==> src/rtl/regfile_param.sv <==
// rtl/regfile_param.sv - parametrised register file with r0 hardwired to zero and a busy scoreboard
// Optional write-to-read forwarding is built when REGFILE_BYPASS_EN is defined.
module regfile_param #(
  parameter int DATA_W = 32,
  parameter int ADDR_W = 5,
  parameter int NUM_RD = 2
) (
  input  logic                     clk,
  input  logic                     reset,
  input  logic [NUM_RD-1:0]        rd_en,
  input  logic [NUM_RD*ADDR_W-1:0] rd_addr,
  output logic [NUM_RD*DATA_W-1:0] rd_data,
  output logic [NUM_RD-1:0]        rd_busy,
  output logic                     stall,
  input  logic                     wr_en,
  input  logic [ADDR_W-1:0]        wr_addr,
  input  logic [DATA_W-1:0]        wr_data,
  input  logic                     busy_set,
  input  logic [ADDR_W-1:0]        busy_addr
);

  localparam int DEPTH = 1 << ADDR_W;

  logic [DATA_W-1:0] regs [DEPTH];
  logic [DEPTH-1:0]  busy;

  // Set is applied after clear so a new producer supersedes the completing one.
  always_ff @(posedge clk or negedge reset) begin
    if (!reset) begin
      for (int i = 0; i < DEPTH; i++) regs[i] <= '0;
      busy <= '0;
    end else begin
      if (wr_en && (wr_addr != '0)) regs[wr_addr] <= wr_data;
      if (wr_en) busy[wr_addr] <= 1'b0;
      if (busy_set && (busy_addr != '0)) busy[busy_addr] <= 1'b1;
    end
  end

  for (genvar g = 0; g < NUM_RD; g++) begin : g_rd
    logic [ADDR_W-1:0] addr;
    logic              hit;

    assign addr = rd_addr[g*ADDR_W +: ADDR_W];

`ifdef REGFILE_BYPASS_EN
    // Forwarding is gated by reset so outputs stay zero while reset is held.
    assign hit = reset && wr_en && (wr_addr != '0) && (wr_addr == addr);
`else
    assign hit = 1'b0;
`endif

    assign rd_data[g*DATA_W +: DATA_W] = hit ? wr_data :
                                         ((addr == '0) ? '0 : regs[addr]);
    assign rd_busy[g] = busy[addr] & ~hit;
  end

  assign stall = |(rd_en & rd_busy);

endmodule

==> config.mk <==
export PLATFORM = sky130hd
export DESIGN_NAME = regfile_param
export DESIGN_NICKNAME = d
export VERILOG_FILES = /design/src/rtl/regfile_param.sv
export SDC_FILE = /design/constraint.sdc
export NUM_CORES = 2
export LEC_CHECK = 0
export BUFFER_PORTS_ARGS = -buffer_cell sky130_fd_sc_hd__buf_2
export CAP_MARGIN = 10
export CORE_MARGIN = 2
export CORE_UTILIZATION = 55
export CTS_CLUSTER_SIZE = 25
export DETAILED_ROUTE_END_ITERATION = 12
export PLACE_DENSITY = 0.71
export SLEW_MARGIN = 10
export SYNTH_ARGS = -nofsm -noshare
export SYNTH_HDL_FRONTEND = slang
export SYNTH_SLANG_ARGS = --single-unit
==> constraint.sdc <==
create_clock -name clk -period 3.9 [get_ports clk]
set_input_delay 0.78 -clock clk [delete_from_list [all_inputs] [get_ports clk]]
set_output_delay 0.78 -clock clk [all_outputs]
set_load 0.03 [all_outputs]
; ---- After elaboration in Yosys (flattened, before gate mapping)
; Index checks and enable logic that the tools add are counted.
[totals]
register_bits = 1056
input_bits = 58
output_inout_bits = 67
elab_cells = 81
[classes]
order_cmp = 10
muxes = 21
reduce_logical = 10
n_bitwise = 7
[ops]
columns = op, n
row1 = 1024-bit bitwise mux, 1
row2 = 32-bit binary-select mux with 5-bit select, 2
row3 = 32-bit two-way mux, 9
row4 = 32-bit demux with 5-bit select, 1
row5 = 32-bit bitwise AND, 1
row6 = 32-bit NOT, 1
row7 = 32-bit OR, 1
row8 = "5-bit by 6-bit < comparator with 1-bit output, second input constant", 4
row9 = "6-bit >= comparator, second input constant", 3
row10 = 5-bit NOT with 6-bit output, 3
row11 = 1-bit binary-select mux with 5-bit select, 2
row12 = 1-bit demux with 5-bit select, 2
row13 = "5-bit by 1-bit >= comparator with 1-bit output, second input constant", 2
row14 = 5-bit logical NOT, 2
row15 = 5-bit nonzero test, 2
row16 = "6-bit by 1-bit < comparator with 1-bit output, second input constant", 1
row17 = 1-bit logical AND, 5
row18 = 1-bit two-way mux, 4
row19 = 2-bit bitwise AND, 1
row20 = 2-bit OR reduction, 1

; ---- Longest topological paths before layout
[logic_depth]
ltp_word = 9
ltp_mapped = 9
depth_no_buf = 6

; ---- Least setup slack after synthesis
; Ideal clock, no wire load.
[synth_path]
path_type = input -> output
start = input port rd_addr[6]
end = output port stall
slack_ns = 0.339
t_required_ns = 3.120
t_arrival_ns = 2.781
n_path_buf = 3
stages = 8
cell_sequence = buf_2 -> or3_1 -> clkbuf_1 -> clkbuf_1 -> o221ai_1 -> a31oi_1 -> a21oi_1 -> a22o_1
[synth_between]
elab_chain_len = 4
[synth_lines]
columns = item, line_no
row1 = from (decl), 11  ; input logic [NUM_RD*ADDR_W-1:0] rd_addr,
row2 = 1-bit binary-select mux with 5-bit select, 54  ; assign rd_busy[g] = busy[addr] & ~hit;
row3 = 1-bit two-way mux (not written as such), 54
row4 = via rd_busy[1], 13  ; output logic [NUM_RD-1:0] rd_busy,
row5 = 2-bit bitwise AND, 57  ; assign stall = |(rd_en & rd_busy);
row6 = 2-bit OR reduction, 57
row7 = to (decl), 14  ; output logic stall,
; The timed path passes the listed nets, and every way through them passes these cells. The select of a mux whose other input is x is not followed.

; ---- Final worst setup path
[layout_path]
start = input port rd_addr[6]
end = output port rd_data[41]
[layout_between]
elab_chain_len = 5
word_cells_on_any_way = 6
cone_classes = mux (4) / bitwise (1) / reduce/logical (1)
[layout_lines]
columns = item, line_no
row1 = 5-bit NOT with 6-bit output (not written as such), 53  ; ((addr == '0) ? '0 : regs[addr]);
row2 = 32-bit binary-select mux with 5-bit select, 53
row3 = 32-bit two-way mux (not written as such) (2 in series), 53
row4 = 32-bit two-way mux (*), 53
row5 = to (decl), 12  ; output logic [NUM_RD*DATA_W-1:0] rd_data,
; Mark *: on every way between the ends. The rest lies on a longest branch, timed or not. The select of a mux whose other input is x is not followed.

==> results.yml <==
routing:
  via_per_inst: 7.11
  drt-wirelength-per-cell_um: 34.7
  drc: 0
  drt_iter0_drc: 3875
  totalWireLength_mm: 177
  vias: 36200
  antenna_left: 0
  drtPass1Iterations: 9
synth:
  yosysUniqueCellTypes: 46
  synth-seq-area-share_pct: 47.2
  syn_nets: 3643
  synth_area_leaders: "dfrtp_1 (47%), mux4_2 (22%), mux2_2 (21%)"
  synth_top_area_share_pct: 47.2
  syn_avg_cell_area_um2: 15.6
  synthesis.area_um2: 56000
  yosys_most_used_dff: "dfrtp_1"
  yosys_warnings: 0
  yosysTopAreaCell: "dfrtp_1"
  synth_seq_cells: 1056
  synth-async-reset-ratio_pct: 100
  synth_cells: 3585
  synth_most_common_cell: "dfrtp_1"
  synth_edf_count: 0
  ys_top_cells_by_count: "dfrtp_1 (1,056), mux2_2 (1,034), mux4_2 (551)"
place:
  place_hpwl_mm: 103
  gp_congestion: 0.853
  dp_cells: 4881
  dpl_cell_area_um2: 59300
  portBuffers: 124
timing:
  max_slew_margin_pct: 30.7
  period_share_pct: 98.3
  fin_crit_ns: 3.83
  tightestPinTransition_ns: 1.04
  skew_ns: 0
  tns_ns: 0
  hold_viol: 0
  slew_viol_final: 0
  final-setup-viol-count: 0
  clock.fmax_mhz: 261
  fin_hold_ws_ns: 0.179
  rsz0062_at_grt: "false"
die:
  dieWidth_um: 323
  ios: 125
  core_area_um2: 101000
  num_rows: 117
  design.die.area_um2: 104000
  initial_utilization_pct: 55.3
  die_y_um: 323
power:
  p_leak_nw: 27.4
  powerDensity_nw_per_um2: 526
  ir_drop_uv: 352
setup_path:
  path_class: "in2out"
  start_kind: "primary input"
  worstSetupPathDepth: 8
  critPathMaxStageDelay_ns: 0.61
  reg2reg_depth: 1
  required_ns: 3.12
  cp_num_buf_inv: 4
  worst-path-max-fanout: 17
  cp_slowest_cell: "or3_2"
  critical_path_arrival_ns: 3.05
  path_delay_family: "buffers and inverters"
  path_cells: "buf_8 -> or3_2 -> buf_4 -> o22ai_1 -> a211oi_1 -> a211oi_2 -> buf_4 -> buf_2"
  cp-end-kind: "primary output"
  cp_common_cell: "buf_4"
layout:
  stdcell_area_um2: 63300
  multi_input_area_um2: 27700
  fin_cells: 5091
  num-nets-final: 3682
  ff_latch_area_um2: 26400
  fill_cells: 7207
  syn_to_final_growth_pct: 13.1
  layout-drive-gt1-share_pct: 58.0
  utilization_pct: 62.5
job:
  maxCapViolCount: 0
status:
  status: "finished clean"
cts:
  clockRootBuffer: "clkbuf_16"
  path_clk_slew_ns: 0.06
  clk_latency_ns: 0.69
  hold_buffers: 0
  htreeDepth: 3
  clockBufferDepth: 3
  numCtsBuffers: 109
  clock-sinks: 1056
  tritoncts: "built"
hold_path:
  hp-class: "in2async"
grt:
  grt.busiest_layer: "met2"
  grt_use_met3_pct: 8.60
  grt_use_total_pct: 34.6
  grt_overflow: 0
  grt_pass1_vias: 38200
  grt_start_max_net_pins: 110
  use_met1_pct: 46.2
  grt_pass1_wl_mm: 262
  use_met2_pct: 53.6
  antenna_found_initial: 15
[cell families after synthesis]
group	Yosys count	synth area share, %
buf+inv	449	3.62
flops	1056	47.2
simple gates	160	1.40
mux	1697	45.0
compound gates	223	2.79
[layer usage]
| metal | share of wire [%] | up-vias | routed length, um |
|---|---|---|---|
| li1 | - | 14000 | - |
| met1 | 38 | 19600 | 67400 |
| met2 | 47 | 2026 | 83000 |
| met3 | 9.6 | 519 | 17000 |
| met4 | 5.3 | 10 | 9380 |
| met5 | 0.036 | - | 64 |
[metrics by stage]
step / setup slack (ns) / total power, mW
floorplan: 0.339 / 19.5
global placement: -0.0911 / 21.3
detailed placement: -0.139 / 21.8
CTS: 0.0107 / 33.3
global route: 0.0220 / 34.5
finish: 0.0669 / 33.3
[final cells by class]
cell class	count	share of cell area, %
sequential	1056	41.8
clock buffer	153	5.12
inverter	39	0.231
tap	1368	2.70
clock inverter	52	1.15
timing repair buffer	338	5.23
multi-input combinational	2080	43.8
antenna	5	0.0198
[what timing repair did]
item / CTS / global route
setup buffers: 0 / 0
setup endpoints to repair: 2 / 1
resized for setup: 2 / 1
[power by group]
part           switching, mW  total, mW  internal, mW
registers               1.62       14.7          13.1
logic                   2.93       7.11          4.18
clock network           4.60       11.5          6.91
[placed cells by master (no fill, tap or decap), drive strengths merged, types with 24 or more instances in the layout]
master / n
dfrtp: 1056
mux2: 1034
mux4: 551
buf: 338
clkbuf: 153
mux2i: 112
o21ai: 60
nand2: 59
inv: 42
a221oi: 29
nor2: 29
clkinv: 28
o221ai: 26
o22ai: 25
nor3: 24
[final timing paths]
check                      startpoint           to  slack (ns)
min in group clk           regs[1021]   regs[1021]        0.40
max in group asynchronous       reset    regs[959]        2.51
max reg2reg                 regs[759]    regs[759]        3.08
min reg2reg                regs[1021]   regs[1021]        0.40
max                        rd_addr[6]  rd_data[41]        0.07
min                             reset     regs[60]        0.18
[sequential cells by signal, indices dropped and copies added (netlist names)]
register	count
regs	1024
busy	32
(Power assumes the default switching activity.)
